[config.mk]
export PLATFORM = sky130hd
export DESIGN_NAME = fpu_op_sequencer_flat
export DESIGN_NICKNAME = d
export VERILOG_FILES = /design/src/rtl/fpu_op_sequencer_if.sv /design/src/rtl/fpu_op_sequencer.sv /design/src/flat_wrapper.sv
export SDC_FILE = /design/constraint.sdc
export NUM_CORES = 1
export LEC_CHECK = 0
export ABC_AREA = 0
export BUFFER_PORTS_ARGS = -buffer_cell sky130_fd_sc_hd__buf_2
export CELL_PAD_IN_SITES_DETAIL_PLACEMENT = 1
export CELL_PAD_IN_SITES_GLOBAL_PLACEMENT = 2
export CORE_MARGIN = 2
export CORE_UTILIZATION = 27
export CTS_BUF_LIST = sky130_fd_sc_hd__clkbuf_4 sky130_fd_sc_hd__clkbuf_8
export DETAILED_ROUTE_END_ITERATION = 6
export HOLD_SLACK_MARGIN = 0.06
export PLACE_DENSITY = 0.95
export SYNTH_ARGS = -nofsm -noshare
export SYNTH_HDL_FRONTEND = slang
export SYNTH_SLANG_ARGS = --single-unit
[constraint.sdc]
create_clock -name clock -period 5.5 [get_ports clock]
set_clock_uncertainty 0.05 [all_clocks]
set_input_delay 1.1 -clock clock [delete_from_list [all_inputs] [get_ports clock]]
set_output_delay 1.1 -clock clock [all_outputs]
set_load 0.03 [all_outputs]
[src/rtl/fpu_op_sequencer_if.sv]
// ---------------------------------------------------------------------------
// fpu_op_sequencer_if
// Operand-in / result-out handshake bundle for the FPU operation sequencer.
//   in_valid / in_ready     : operand pair handshake (producer -> sequencer)
//   in_op_a / in_op_b       : 32-bit operands
//   out_valid / out_ready   : result handshake (sequencer -> consumer)
//   out_data / out_status   : captured FPU result and status flags
// Modports:
//   slave  : the sequencer side (accepts operands, offers results)
//   master : the environment side (offers operands, accepts results)
// ---------------------------------------------------------------------------
interface fpu_op_sequencer_if;
    logic        in_valid;
    logic        in_ready;
    logic [31:0] in_op_a;
    logic [31:0] in_op_b;
    logic        out_valid;
    logic        out_ready;
    logic [31:0] out_data;
    logic [3:0]  out_status;

    modport slave (
        input  in_valid, in_op_a, in_op_b, out_ready,
        output in_ready, out_valid, out_data, out_status
    );

    modport master (
        output in_valid, in_op_a, in_op_b, out_ready,
        input  in_ready, out_valid, out_data, out_status
    );
endinterface

[src/rtl/fpu_op_sequencer.sv]
// ---------------------------------------------------------------------------
// fpu_op_sequencer
// Drives one operation at a time through a fixed-latency FPU: latches an
// operand pair, pulses the FPU start/reset low for one cycle, waits LATENCY
// cycles, captures the FPU result/status and holds it until the consumer
// accepts it.
// Ports:
//   clock, reset      : system clock, synchronous active-low reset
//   bus (slave)       : operand-in / result-out handshakes
//   fpu_op_A/B        : operands presented to the FPU (stable for the op)
//   fpu_reset         : active-low FPU start pulse
//   fpu_data/status   : FPU result inputs, sampled on the capture edge
//   sticky_status     : OR of captured statuses since the last clear
//   clear_sticky      : synchronous clear of sticky_status
//   busy              : sequencer is not idle
//   op_count          : completed result handshakes, wraps at 8 bits
// ---------------------------------------------------------------------------
module fpu_op_sequencer #(
    parameter int LATENCY = 8
) (
    input  logic                 clock,
    input  logic                 reset,
    fpu_op_sequencer_if.slave    bus,
    output logic [31:0]          fpu_op_A,
    output logic [31:0]          fpu_op_B,
    output logic                 fpu_reset,
    input  logic [31:0]          fpu_data,
    input  logic [3:0]           fpu_status,
    output logic [3:0]           sticky_status,
    input  logic                 clear_sticky,
    output logic                 busy,
    output logic [7:0]           op_count
);

    typedef enum logic [1:0] {
        ST_IDLE  = 2'd0,
        ST_START = 2'd1,
        ST_WAIT  = 2'd2,
        ST_HOLD  = 2'd3
    } state_t;

    // Counter preload so that capture lands LATENCY cycles after the start pulse.
    localparam logic [7:0] LAT_M1 = 8'(LATENCY - 1);

    state_t      state_r;
    state_t      next_state_s;
    logic [7:0]  cnt_r;
    logic [31:0] op_a_r;
    logic [31:0] op_b_r;
    logic [31:0] out_data_r;
    logic [3:0]  out_status_r;
    logic [3:0]  sticky_r;
    logic [7:0]  op_count_r;
    logic        accept_s;
    logic        capture_s;
    logic        release_s;

    // Next-state decode and per-cycle event strobes.
    always_comb begin
        next_state_s = state_r;
        accept_s     = 1'b0;
        capture_s    = 1'b0;
        release_s    = 1'b0;
        case (state_r)
            ST_IDLE: begin
                if (bus.in_valid) begin
                    next_state_s = ST_START;
                    accept_s     = 1'b1;
                end else begin
                    next_state_s = ST_IDLE;
                end
            end
            ST_START: begin
                next_state_s = ST_WAIT;
            end
            ST_WAIT: begin
                if (cnt_r == 8'd0) begin
                    next_state_s = ST_HOLD;
                    capture_s    = 1'b1;
                end else begin
                    next_state_s = ST_WAIT;
                end
            end
            ST_HOLD: begin
                if (bus.out_ready) begin
                    next_state_s = ST_IDLE;
                    release_s    = 1'b1;
                end else begin
                    next_state_s = ST_HOLD;
                end
            end
            default: begin
                next_state_s = ST_IDLE;
            end
        endcase
    end

    // State, wait counter, operand/result registers, sticky flags and op counter.
    always_ff @(posedge clock) begin
        if (!reset) begin
            state_r      <= ST_IDLE;
            cnt_r        <= 8'd0;
            op_a_r       <= 32'd0;
            op_b_r       <= 32'd0;
            out_data_r   <= 32'd0;
            out_status_r <= 4'd0;
            sticky_r     <= 4'd0;
            op_count_r   <= 8'd0;
        end else begin
            state_r <= next_state_s;

            if (accept_s) begin
                op_a_r <= bus.in_op_a;
                op_b_r <= bus.in_op_b;
            end

            if (state_r == ST_START) begin
                cnt_r <= LAT_M1;
            end else if ((state_r == ST_WAIT) && (cnt_r != 8'd0)) begin
                cnt_r <= cnt_r - 8'd1;
            end

            if (capture_s) begin
                out_data_r   <= fpu_data;
                out_status_r <= fpu_status;
            end

            // A clear on the capture edge keeps only the freshly captured status.
            if (clear_sticky) begin
                sticky_r <= capture_s ? fpu_status : 4'd0;
            end else if (capture_s) begin
                sticky_r <= sticky_r | fpu_status;
            end

            if (release_s) begin
                op_count_r <= op_count_r + 8'd1;
            end
        end
    end

    // Outputs decoded from the registered state; the handshake-facing strobes
    // are forced low while reset is held.
    assign bus.in_ready   = reset && (state_r == ST_IDLE);
    assign busy           = reset && (state_r != ST_IDLE);
    assign fpu_reset      = reset && (state_r != ST_START);
    assign bus.out_valid  = (state_r == ST_HOLD);
    assign bus.out_data   = out_data_r;
    assign bus.out_status = out_status_r;
    assign fpu_op_A       = op_a_r;
    assign fpu_op_B       = op_b_r;
    assign sticky_status  = sticky_r;
    assign op_count       = op_count_r;

endmodule

[src/flat_wrapper.sv]
// flat-port wrapper written by rule: the top's interface ports become plain ports
module fpu_op_sequencer_flat 
#(
    parameter int LATENCY = 8
)
  (clock, reset, fpu_op_A, fpu_op_B, fpu_reset, fpu_data, fpu_status, sticky_status, clear_sticky, busy, op_count, bus_in_valid, bus_in_op_a, bus_in_op_b, bus_out_ready, bus_in_ready, bus_out_valid, bus_out_data, bus_out_status);
  fpu_op_sequencer_if bus_i ();
  input  logic clock;
  input  logic reset;
  output logic [31:0] fpu_op_A;
  output logic [31:0] fpu_op_B;
  output logic fpu_reset;
  input  logic [31:0] fpu_data;
  input  logic [3:0] fpu_status;
  output logic [3:0] sticky_status;
  input  logic clear_sticky;
  output logic busy;
  output logic [7:0] op_count;
  input wire logic [$bits(bus_i.in_valid)-1:0] bus_in_valid;
  input wire logic [$bits(bus_i.in_op_a)-1:0] bus_in_op_a;
  input wire logic [$bits(bus_i.in_op_b)-1:0] bus_in_op_b;
  input wire logic [$bits(bus_i.out_ready)-1:0] bus_out_ready;
  output wire logic [$bits(bus_i.in_ready)-1:0] bus_in_ready;
  output wire logic [$bits(bus_i.out_valid)-1:0] bus_out_valid;
  output wire logic [$bits(bus_i.out_data)-1:0] bus_out_data;
  output wire logic [$bits(bus_i.out_status)-1:0] bus_out_status;
  assign bus_i.in_valid = bus_in_valid;
  assign bus_i.in_op_a = bus_in_op_a;
  assign bus_i.in_op_b = bus_in_op_b;
  assign bus_i.out_ready = bus_out_ready;
  assign bus_in_ready = bus_i.in_ready;
  assign bus_out_valid = bus_i.out_valid;
  assign bus_out_data = bus_i.out_data;
  assign bus_out_status = bus_i.out_status;
  fpu_op_sequencer #(.LATENCY(LATENCY)) u_core (.clock(clock), .reset(reset), .bus(bus_i), .fpu_op_A(fpu_op_A), .fpu_op_B(fpu_op_B), .fpu_reset(fpu_reset), .fpu_data(fpu_data), .fpu_status(fpu_status), .sticky_status(sticky_status), .clear_sticky(clear_sticky), .busy(busy), .op_count(op_count));
endmodule
==> results of run 1 <==
## worst max-delay path: cells and delay by family (launching register included)
| family | cells | cell delay (ps) |
|---|---|---|
| buffers and inverters | 2 | 270 |
| flip-flops | 1 | 540 |
| AND/OR/NAND/NOR | 2 | 490 |
## kinds of logic after synthesis
kind of cell    share of synthesized area [%]
flops                                    55.0
xor+xnor                                 1.78
fa+ha+maj                               0.564
mux                                     0.451
buf+inv                                  4.12
compound gates                           13.9
simple gates                             24.2
## placed cells by master (no fill, tap or decap), types with 5 or more instances in the layout
cell and count:
dfxtp_1 122, nand2_1 206, nor2_1 13, xor2_1 5, o21ai_0 5, nor3_1 8, nand2b_1 8, buf_4 6
buf_2 220, clkbuf_8 20, a21oi_1 109
## state kept, by name, indices dropped and copies added (netlist names)
register	flops
u_core.bus.out_data	32
u_core.bus.out_status	4
u_core.cnt_r	8
u_core.fpu_op_A	32
u_core.fpu_op_B	32
u_core.op_count	8
u_core.state_r	2
u_core.sticky_status	4
## path summary, 6_finish.rpt
| path | startpoint | endpoint | slack, ps | depth (start not counted) |
|---|---|---|---|---|
| worst max-delay path | u_core.state_r[0]$_SDFF_PN0_ | fpu_reset | 2640 | 4 |
| worst min-delay path | u_core.fpu_op_B[28]$_SDFFE_PN0P_ | u_core.fpu_op_B[28]$_SDFFE_PN0P_ | 400 | 2 |
| worst max register to register | u_core.cnt_r[0]$_SDFFE_PN0P_ | u_core.sticky_status[1]$_SDFFE_PN0P_ | 3230 | 7 |
| worst min register to register | u_core.fpu_op_B[28]$_SDFFE_PN0P_ | u_core.fpu_op_B[28]$_SDFFE_PN0P_ | 400 | 2 |
## report_power, final
group / switching, mW / internal [mW]
clock: 0.344 / 0.455
combinational: 0.307 / 0.137
sequential: 0.0397 / 0.950
## metal layers
| layer | vias to the layer above | track usage [%] | routed length, um |
|---|---|---|---|
| met5 | - | 0 | 0 |
| met4 | 0 | 4.72 | 209 |
| met3 | 14 | 6.81 | 1080 |
| met2 | 146 | 24.3 | 6220 |
| met1 | 2003 | 18.7 | 5990 |
| li1 | 2228 | - | - |
## final cells by class
cell class | instances | area, um2
Tap cell | 216 | 270
Sequential cell | 122 | 2440
Inverter | 4 | 16.3
Clock buffer | 24 | 305
Clock inverter | 7 | 91.3
Fill cell | 2042 | 9910
Multi-Input combinational cell | 392 | 1820
Timing Repair Buffer | 226 | 1150
## stage by stage
step	total power [mW]	hold slack, ps	instances	cell area [um2]	utilization (%)
2_1_floorplan	1.31	401	556	4440	-
3_3_place_gp	1.45	389	960	5690	35.6
3_5_place_dp	1.46	395	960	5690	35.6
4_1_cts	2.28	405	991	6090	38.1
5_1_grt	2.36	426	991	6090	38.1
6_report	2.23	401	991	6090	38.1
==> key figures, run 1 <==
Logic synthesis
  • Yosys warnings: 0
  • Fraction of registers with async set/reset: 0%
  • Most used DFF post-synth: dfxtp_1
  • Synth Register Bits: 122
  • Post-synth EDFFs: 0
  • Register area share after synthesis: 55.0%
  • Netlist cell types: 33
  • Syn Area/Cell: 7.98 um2
  • Synth top area cells: dfxtp_1, nand2_1, a21oi_1, clkbuf_1, nand2b_1
  • Synth top area share: 55.0%
  • Post-synthesis cell area: 4440 um2
  • Most frequent cell after synthesis: nand2_1
  • Post-synth top cells: nand2_1, dfxtp_1, a21oi_1
  • Synth Instances: 556
  • Top cell type by total area after synthesis: dfxtp_1
  • Mapped Nets: 663

Critical path
  • Setup crit start kind: flip-flop
  • CP max FO: 11
  • Setup crit end kind: output pin
  • Critical path required time: 4350 ps
  • Cell Chain, Critical Path: nor2b_1 -> nand2b_1 -> inv_1 -> buf_2
  • Cell at the slowest stage of the critical path: dfxtp_1
  • Slowest stage delay, CP: 540 ps
  • Worst EP arrival: 1710 ps
  • Critical path class: reg -> out

Drt
  • Vias per inst: 4.43
  • Vias: 4,391
  • Total Wirelength: 13,500 um
  • Initial DRC Count: 168
  • Antenna viol nets, final: 0
  • DRT Pass-1 Iters: 4
  • # DRC: 0
  • Routed WL per cell: 13.6 um

Global routing
  • Vias in the first global route: 4,381
  • Initial antenna violation count: 0
  • Grt total ovfl: 0
  • Largest net degree at the start of global routing: 62
  • GRT Overall Usage: 15.3%
  • First-pass GRT wire length: 21,800 um

STA
  • Max-slew headroom: 57.1%
  • Final setup margin: 2640 ps
  • Maximum clock frequency: 350 MHz
  • Final period util: 52.0%
  • Final Max Slew Viols: 0
  • Min Tclk post-route: 2860 ps
  • Count of final setup violators: 0
  • RSZ-0062 raised after global routing: false
  • Final Hold Viols: 0
  • Fin Setup TNS: 0 ps
  • Worst slew pin tran: 644 ps

Floorplan
  • Core area: 16,000 um2
  • Io pins: 221
  • DIE AREA: 17,500 um2
  • DIE HEIGHT: 132 um
  • Initial Util: 27.7%
  • Chip width: 132 um
  • Std-Cell Rows: 46

Pwr
  • Maximum vdd drop: 0.153 mV
  • Leak: 2.77 nW
  • Pwr per Cell Area: 367 nW/um2

Min path
  • Worst Hold Class: reg -> reg

Finish
  • Share of cells above drive strength 1: 33.7%
  • Diode count: 0
  • NumNets Final: 870
  • Area delta synth->final: 37.2%

CTS
  • Reg clk slew, reported paths: 70 ps
  • Clock root cell: clkbuf_8
  • CTS tree: built
  • # H-tree levels: 4
  • # clock sinks: 122
  • Post-CTS Hold Buffers: 0
  • Cts bufs inserted: 17
  • Worst-Skew Late Latency: 420 ps
  • CTS resizes: 0
  • Postcts setup bufs: 0
  • CTS Buffer Depth: 2

Placement
  • Worst slack at placement: 2650 ps
  • GPL Wtd Cong: 0.740
  • DP HPWL: 9400 um
  • PortBufs: 220

Run status
  • Status: finished clean

Job
  • Max Cap Viol: 0
Note: power is estimated with default switching activity, not from simulation.
==> run 2: changes to the inputs <==
--- a/config.mk
+++ b/config.mk
@@ -5,16 +5,16 @@
 export SDC_FILE = /design/constraint.sdc
 export NUM_CORES = 1
 export LEC_CHECK = 0
-export ABC_AREA = 0
+export ABC_AREA = 1
 export BUFFER_PORTS_ARGS = -buffer_cell sky130_fd_sc_hd__buf_2
 export CELL_PAD_IN_SITES_DETAIL_PLACEMENT = 1
 export CELL_PAD_IN_SITES_GLOBAL_PLACEMENT = 2
 export CORE_MARGIN = 2
-export CORE_UTILIZATION = 27
+export CORE_UTILIZATION = 25
 export CTS_BUF_LIST = sky130_fd_sc_hd__clkbuf_4 sky130_fd_sc_hd__clkbuf_8
 export DETAILED_ROUTE_END_ITERATION = 6
 export HOLD_SLACK_MARGIN = 0.06
-export PLACE_DENSITY = 0.95
+export PLACE_DENSITY = 0.89
 export SYNTH_ARGS = -nofsm -noshare
 export SYNTH_HDL_FRONTEND = slang
 export SYNTH_SLANG_ARGS = --single-unit
==> constraint.sdc (replaced) <==
create_clock -name clock -period 2.8 [get_ports clock]
set_clock_uncertainty 0.05 [all_clocks]
set_input_delay 0.56 -clock clock [delete_from_list [all_inputs] [get_ports clock]]
set_output_delay 0.56 -clock clock [all_outputs]
set_load 0.03 [all_outputs]
==> key figures, run 2 <==
Global routing
  • Grt met1 use: 17.4% (-1.3 points)
  • Most crowded layer after global routing: met2
  • Grt met3 use: 7.53% (+0.72 points)
  • Vias in the first global route: 4,577 (+4.5%)
  • Met2 GRT Util: 23.1% (-1.3 points)
  • GRT Overall Usage: 14.5% (-0.81 points)
  • First-pass GRT wire length: 23,100 um (+6.1%)
  • Initial antenna violation count: 0 (unchanged)
  • Grt total ovfl: 0 (unchanged)
  • Largest net degree at the start of global routing: 103 (+66%)

Floorplan
  • Initial Util: 25.4% (-2.3 points)
  • Core area: 18,600 um2 (+17%)
  • DIE HEIGHT: 142 um (+7.1%)
  • Std-Cell Rows: 50 (+8.7%)
  • DIE AREA: 20,000 um2 (+15%)
  • Io pins: 221 (unchanged)
  • Chip width: 142 um (+7.1%)

Logic synthesis
  • Most frequent cell after synthesis: nor2_1
  • Post-synth EDFFs: 0 (unchanged)
  • Mapped Nets: 714 (+7.7%)
  • Fraction of registers with async set/reset: 0% (unchanged)
  • Synth Instances: 607 (+9.2%)
  • Register area share after synthesis: 51.6% (-3.4 points)
  • Top cell type by total area after synthesis: dfxtp_1
  • Post-synthesis cell area: 4730 um2 (+6.7%)
  • Synth top area share: 51.6% (-3.4 points)
  • Netlist cell types: 33 (unchanged)
  • Synth Register Bits: 122 (unchanged)
  • Post-synth top cells: nor2_1, dfxtp_1, o21ai_0
  • Most used DFF post-synth: dfxtp_1
  • Synth top area cells: dfxtp_1, nor2_1, o21ai_0, a21oi_1, nand2_1
  • Syn Area/Cell: 7.80 um2 (-2.3%)
  • Yosys warnings: 0 (unchanged)

Drt
  • Vias: 4,678 (+6.5%)
  • Vias per inst: 4.40 (-0.68%)
  • # DRC: 0 (unchanged)
  • Total Wirelength: 14,400 um (+7.0%)
  • Antenna viol nets, final: 0 (unchanged)
  • Initial DRC Count: 163 (-3.0%)
  • DRT Pass-1 Iters: 4 (unchanged)
  • Routed WL per cell: 13.6 um (-0.20%)

CTS
  • Cts bufs inserted: 17 (unchanged)
  • Clock root cell: clkbuf_8
  • Reg clk slew, reported paths: 70 ps (about the same)
  • # clock sinks: 122 (unchanged)
  • CTS resizes: 0 (unchanged)
  • Worst-Skew Late Latency: 420 ps (about the same)
  • CTS tree: built
  • Post-CTS Hold Buffers: 0 (unchanged)
  • Postcts setup bufs: 0 (unchanged)
  • # H-tree levels: 4 (unchanged)
  • CTS Buffer Depth: 2 (unchanged)

STA
  • Final Max Slew Viols: 0 (unchanged)
  • Min Tclk post-route: 1990 ps
  • Worst slew pin tran: 939 ps (+296 ps)
  • Max-slew headroom: 37.4% (-20 points)
  • Count of final setup violators: 0 (unchanged)
  • Final Hold Viols: 0 (unchanged)
  • Final period util: 70.9%
  • Maximum clock frequency: 504 MHz
  • Fin Setup TNS: 0 ps (unchanged)
  • RSZ-0062 raised after global routing: false

Critical path
  • Setup crit start kind: flip-flop
  • Critical path class: reg -> out
  • Worst EP arrival: 1380 ps (-330 ps)
  • Critical path required time: 2190 ps (-2160 ps)
  • Setup crit end kind: output pin
  • CP max FO: 4 (-7)

Placement
  • GPL Wtd Cong: 0.704 (-4.9%)
  • DP HPWL: 9990 um (+6.3%)
  • PortBufs: 220 (unchanged)

Finish
  • Share of cells above drive strength 1: 33.9% (+0.26 points)
  • Leading cell type in the layout, fill and taps excluded: buf_2
  • Area delta synth->final: 34.3%
  • Post-layout util: 34.1% (-3.9 points)
  • NumNets Final: 923 (+6.1%)
  • Most frequent cells in the layout: buf_2, nor2_1, dfxtp_1, o21ai_0, nand2_1

Pwr
  • Pwr per Cell Area: 845 nW/um2 (+130%)
  • Maximum vdd drop: 0.274 mV (+79%)
  • Leak: 3.07 nW (+11%)

Run status
  • Status: finished clean

Job
  • Max Cap Viol: 0 (unchanged)

Min path
  • Worst Hold Class: in -> reg
-- run 2: changes by cell type in the layout (fill, tap and decap cells not counted), moves of 8 or more --
cell	previous run	this run
nor2_1	13	179
a21oi_1	109	43
o21ai_1	0	8
inv_1	3	25
nand2b_1	8	0
nand2_1	206	50
o21ai_0	5	95
a21oi_2	0	10
-- run 2: area by class of cell --
class / instances / area [um2]
Sequential cell: 122 / 2440
Clock buffer: 22 / 284
Clock inverter: 9 / 145
Fill cell: 2382 / 12300
Tap cell: 234 / 293
Inverter: 28 / 105
Antenna cell: 1 / 2.50
Timing Repair Buffer: 226 / 1150
Multi-Input combinational cell: 421 / 1940
-- run 2: critical path: stages, from the launching register on --
cell and delay, ps:
dfxtp_1 390, inv_1 90, nor2_1 210, nor2_1 80, buf_2 180
-- run 2: report_power, final --
part	leakage [nW]	internal [mW]	switching [mW]	total [mW]
sequential	1.00	1.95	0.116	2.07
clock	0.227	1.04	0.702	1.74
combinational	1.84	0.467	1.10	1.57
total	3.07	3.45	1.92	5.37
-- run 2: cells by family after synthesis --
| logic type | after synthesis | share of synthesized area (%) |
|---|---|---|
| AOI/OAI and AO/OA | 158 | 17.6 |
| xor gates and xnor gates | 1 | 0.185 |
| adders and majority gates | 2 | 0.529 |
| buffers and inverters | 64 | 7.45 |
| DFF | 122 | 51.6 |
| and+or+nand+nor | 260 | 22.6 |
-- run 2: per-stage QoR --
stage | std cells | instance area, um2 | power, mW | hold slack (ps) | setup slack (ps)
after floorplan | 607 | 4730 | 3.38 | 399 | 793
after detailed placement | 1031 | 5930 | 3.70 | 406 | 830
after CTS | 1062 | 6360 | 5.48 | 281 | 751
after global routing | 1062 | 6360 | 5.73 | 293 | 606
after global placement | 1031 | 5930 | 3.67 | 397 | 861
final | 1063 | 6360 | 5.37 | 322 | 814
-- run 2: final timing paths --
kind,cells past startpoint,start,end,slack (ps)
max,4,u_core.state_r[0]$_SDFF_PN0_,fpu_reset,810
min,3,bus_in_op_a[5],u_core.fpu_op_A[5]$_SDFFE_PN0P_,320
max reg2reg,7,u_core.cnt_r[0]$_SDFFE_PN0P_,u_core.bus.out_data[30]$_SDFFE_PN0P_,850
min reg2reg,2,u_core.sticky_status[0]$_SDFFE_PN0P_,u_core.sticky_status[0]$_SDFFE_PN0P_,420
-- run 2: layer usage --
layer / part of all wire, % / wire length, um / vias to the layer above
met5: 0 / 0 / -
met4: 0.71 / 102 / 0
met3: 11 / 1530 / 7
met2: 44 / 6380 / 163
met1: 45 / 6440 / 2129
li1: - / - / 2379
==> run 3: changes to the inputs <==
--- a/config.mk
+++ b/config.mk
@@ -5,7 +5,7 @@
 export SDC_FILE = /design/constraint.sdc
 export NUM_CORES = 1
 export LEC_CHECK = 0
-export ABC_AREA = 1
+export ABC_AREA = 0
 export BUFFER_PORTS_ARGS = -buffer_cell sky130_fd_sc_hd__buf_2
 export CELL_PAD_IN_SITES_DETAIL_PLACEMENT = 1
 export CELL_PAD_IN_SITES_GLOBAL_PLACEMENT = 2
@@ -14,7 +14,7 @@
 export CTS_BUF_LIST = sky130_fd_sc_hd__clkbuf_4 sky130_fd_sc_hd__clkbuf_8
 export DETAILED_ROUTE_END_ITERATION = 6
 export HOLD_SLACK_MARGIN = 0.06
-export PLACE_DENSITY = 0.89
+export PLACE_DENSITY = 0.91
 export SYNTH_ARGS = -nofsm -noshare
 export SYNTH_HDL_FRONTEND = slang
 export SYNTH_SLANG_ARGS = --single-unit
==> constraint.sdc (replaced) <==
create_clock -name clock -period 1.9 [get_ports clock]
set_clock_uncertainty 0.05 [all_clocks]
set_input_delay 0.38 -clock clock [delete_from_list [all_inputs] [get_ports clock]]
set_output_delay 0.38 -clock clock [all_outputs]
set_load 0.03 [all_outputs]
==> key figures, run 3 (synthesis results as in run 1) <==
Finish
  • Diode count: 0 (-1)
  • Register area: 2450 um2 (+0.41%)
  • Fillcell total: 2,195 (-7.9%)
  • Leading cell type in the layout, fill and taps excluded: buf_2
  • Area delta synth->final: 47.1%
  • Multi-input logic area: 1890 um2 (-2.5%)
  • Most frequent cells in the layout: buf_2, nand2_1, dfxtp_1, a21oi_1, clkbuf_8
  • NumNets Final: 890 (-3.6%)
  • Share of cells above drive strength 1: 38.2% (+4.3 points)

Pwr
  • Maximum vdd drop: 0.360 mV (+31%)
  • Net load switching power: 2.14 mW (+12%)
  • Pwr Total: 6.91 mW (+29%)
  • Leak: 2.96 nW (-3.8%)
  • Comb pwr share: 22.1% (-7.1 points)
  • Net Sw Frac: 31.0% (-4.7 points)
  • Internal power: 4.77 mW (+38%)
  • Clk pwr share: 36.5% (+4.2 points)
  • Pwr per Cell Area: 1060 nW/um2 (+25%)
  • Sequential Power Share: 41.4% (+2.9 points)

Global routing
  • First-pass GRT wire length: 21,900 um (-5.1%)
  • Grt total ovfl: 0 (unchanged)
  • Initial antenna violation count: 0 (unchanged)
  • Largest net degree at the start of global routing: 65 (-37%)
  • Vias in the first global route: 4,492 (-1.9%)
  • GRT Overall Usage: 14.7% (+0.22 points)

Floorplan
  • Std-Cell Rows: 48 (-4.0%)
  • Io pins: 221 (unchanged)
  • DIE HEIGHT: 137 um (-3.1%)
  • Chip width: 137 um (-3.1%)
  • DIE AREA: 18,800 um2 (-6.1%)
  • Initial Util: 25.7% (+0.27 points)
  • Core area: 17,300 um2 (-7.2%)

Critical path
  • Worst EP arrival: 2250 ps (+870 ps)
  • Setup crit start kind: flip-flop
  • R2r worst-path depth: 8 (+1)
  • CP max FO: 18 (+14)
  • Critical path required time: 2210 ps (+20 ps)
  • Setup crit end kind: flip-flop
  • Critical path class: reg -> reg

CTS
  • # clock sinks: 122 (unchanged)
  • CTS tree: built
  • Cts bufs inserted: 17 (unchanged)
  • Clock root cell: clkbuf_8
  • CTS Buffer Depth: 2 (unchanged)
  • Post-CTS Hold Buffers: 0 (unchanged)
  • Reg clk slew, reported paths: 80 ps (about the same)
  • # H-tree levels: 4 (unchanged)
  • Worst-Skew Late Latency: 420 ps (about the same)

Min path
  • Hold Path Stages: 3 (unchanged)
  • Worst Hold Class: in -> reg

Drt
  • DRT Pass-1 Iters: 4 (unchanged)
  • Vias per inst: 4.44 (+0.89%)
  • Total Wirelength: 14,400 um (-0.61%)
  • Initial DRC Count: 162 (-0.61%)
  • Vias: 4,533 (-3.1%)
  • Antenna viol nets, final: 0 (unchanged)
  • Routed WL per cell: 14.1 um (+3.5%)
  • # DRC: 0 (unchanged)

STA
  • Worst slew pin tran: 434 ps (-506 ps)
  • Count of final setup violators: 27 (+27)
  • Hold_ws: 130 ps (-193 ps)
  • Final Max Slew Viols: 0 (unchanged)
  • Min Tclk post-route: 1940 ps
  • Max-slew headroom: 70.7% (+33 points)
  • Final Hold Viols: 0 (unchanged)
  • Final period util: 102%
  • RSZ-0062 raised after global routing: true
  • Maximum clock frequency: 516 MHz
  • Final setup margin: -39.7 ps (-854 ps)

Placement
  • DP HPWL: 10,100 um (+1.4%)
  • PortBufs: 220 (unchanged)
  • GPL Wtd Cong: 0.757 (+7.5%)

Job
  • Max Cap Viol: 0 (unchanged)

Run status
  • Status: finished with violations
  • Failing checks: negative setup slack
## run 3: cell types whose count changed in the layout (fill, tap and decap cells not counted), sizes merged, moves of 5 or more
cell    delta
a21oi     +56
buf       +18
inv       -24
nand2    +152
nand2b     +8
nand3      -7
nor2     -171
nor3       +5
o21ai     -99
xor2       +5
## run 3: layer usage
layer  global-route usage [%]  vias to the layer above  wire, um
met5                        0                        -         0
met4                     4.98                        0       174
met3                     6.92                       15      1360
met2                     23.8                      142      7090
met1                     17.1                     2112      5740
li1                         -                     2264         -
## run 3: timing repair
action                                  CTS  global route
endpoints found under the setup margin    1            44
gates resized for setup                   7            19
setup buffers                             0             5
pin swaps                                 0             8
cloned                                    0             3
## run 3: layout make-up
| type | instances | share of cell area (%) |
|---|---|---|
| Sequential cell | 122 | 37.6 |
| Multi-Input combinational cell | 392 | 29.0 |
| Clock buffer | 22 | 4.54 |
| Timing Repair Buffer | 246 | 22.1 |
| Clock inverter | 10 | 2.15 |
| Tap cell | 225 | 4.31 |
| Inverter | 4 | 0.288 |
## run 3: power groups by stage
stage / Clock, mW / Combinational (mW) / Sequential [mW]
after global routing: 2.75 / 1.67 / 2.89
after detailed placement: 0 / 1.45 / 2.92
after CTS: 2.62 / 1.46 / 2.86
after floorplan: 0 / 0.593 / 3.24
after global placement: 0 / 1.44 / 2.91
final: 2.52 / 1.53 / 2.86
## run 3: per-stage QoR
step	setup WS, ps	instance area, um2	instances	util (%)	TNS, ps
3_3_place_gp	68.3	5910	981	34.2	0
6_report	-39.7	6530	1021	37.7	-385
3_5_place_dp	21.2	5910	981	34.2	0
2_1_floorplan	19.0	4460	556	-	0
5_1_grt	-110	6530	1021	37.7	-3400
4_1_cts	6.11	6370	1013	36.8	0
## run 3: critical path: stages (launching register included)
cell and delay [ps]:
dfxtp_2 340, inv_2 80, ha_4 150, or4b_4 510, nor3_4 220, buf_4 160, clkbuf_16 170, nand2_1 70
a21oi_1 120
## run 3: path summary, 6_finish.rpt
path / slack (ps) / start / endpoint
setup / recovery: -40 / u_core.cnt_r[0]$_SDFFE_PN0P_ / u_core.bus.out_data[31]$_SDFFE_PN0P_
setup reg to reg: -40 / u_core.cnt_r[0]$_SDFFE_PN0P_ / u_core.bus.out_data[31]$_SDFFE_PN0P_
hold reg to reg: 400 / u_core.fpu_op_B[23]$_SDFFE_PN0P_ / u_core.fpu_op_B[23]$_SDFFE_PN0P_
hold / removal: 130 / bus_in_op_b[15] / u_core.fpu_op_B[15]$_SDFFE_PN0P_
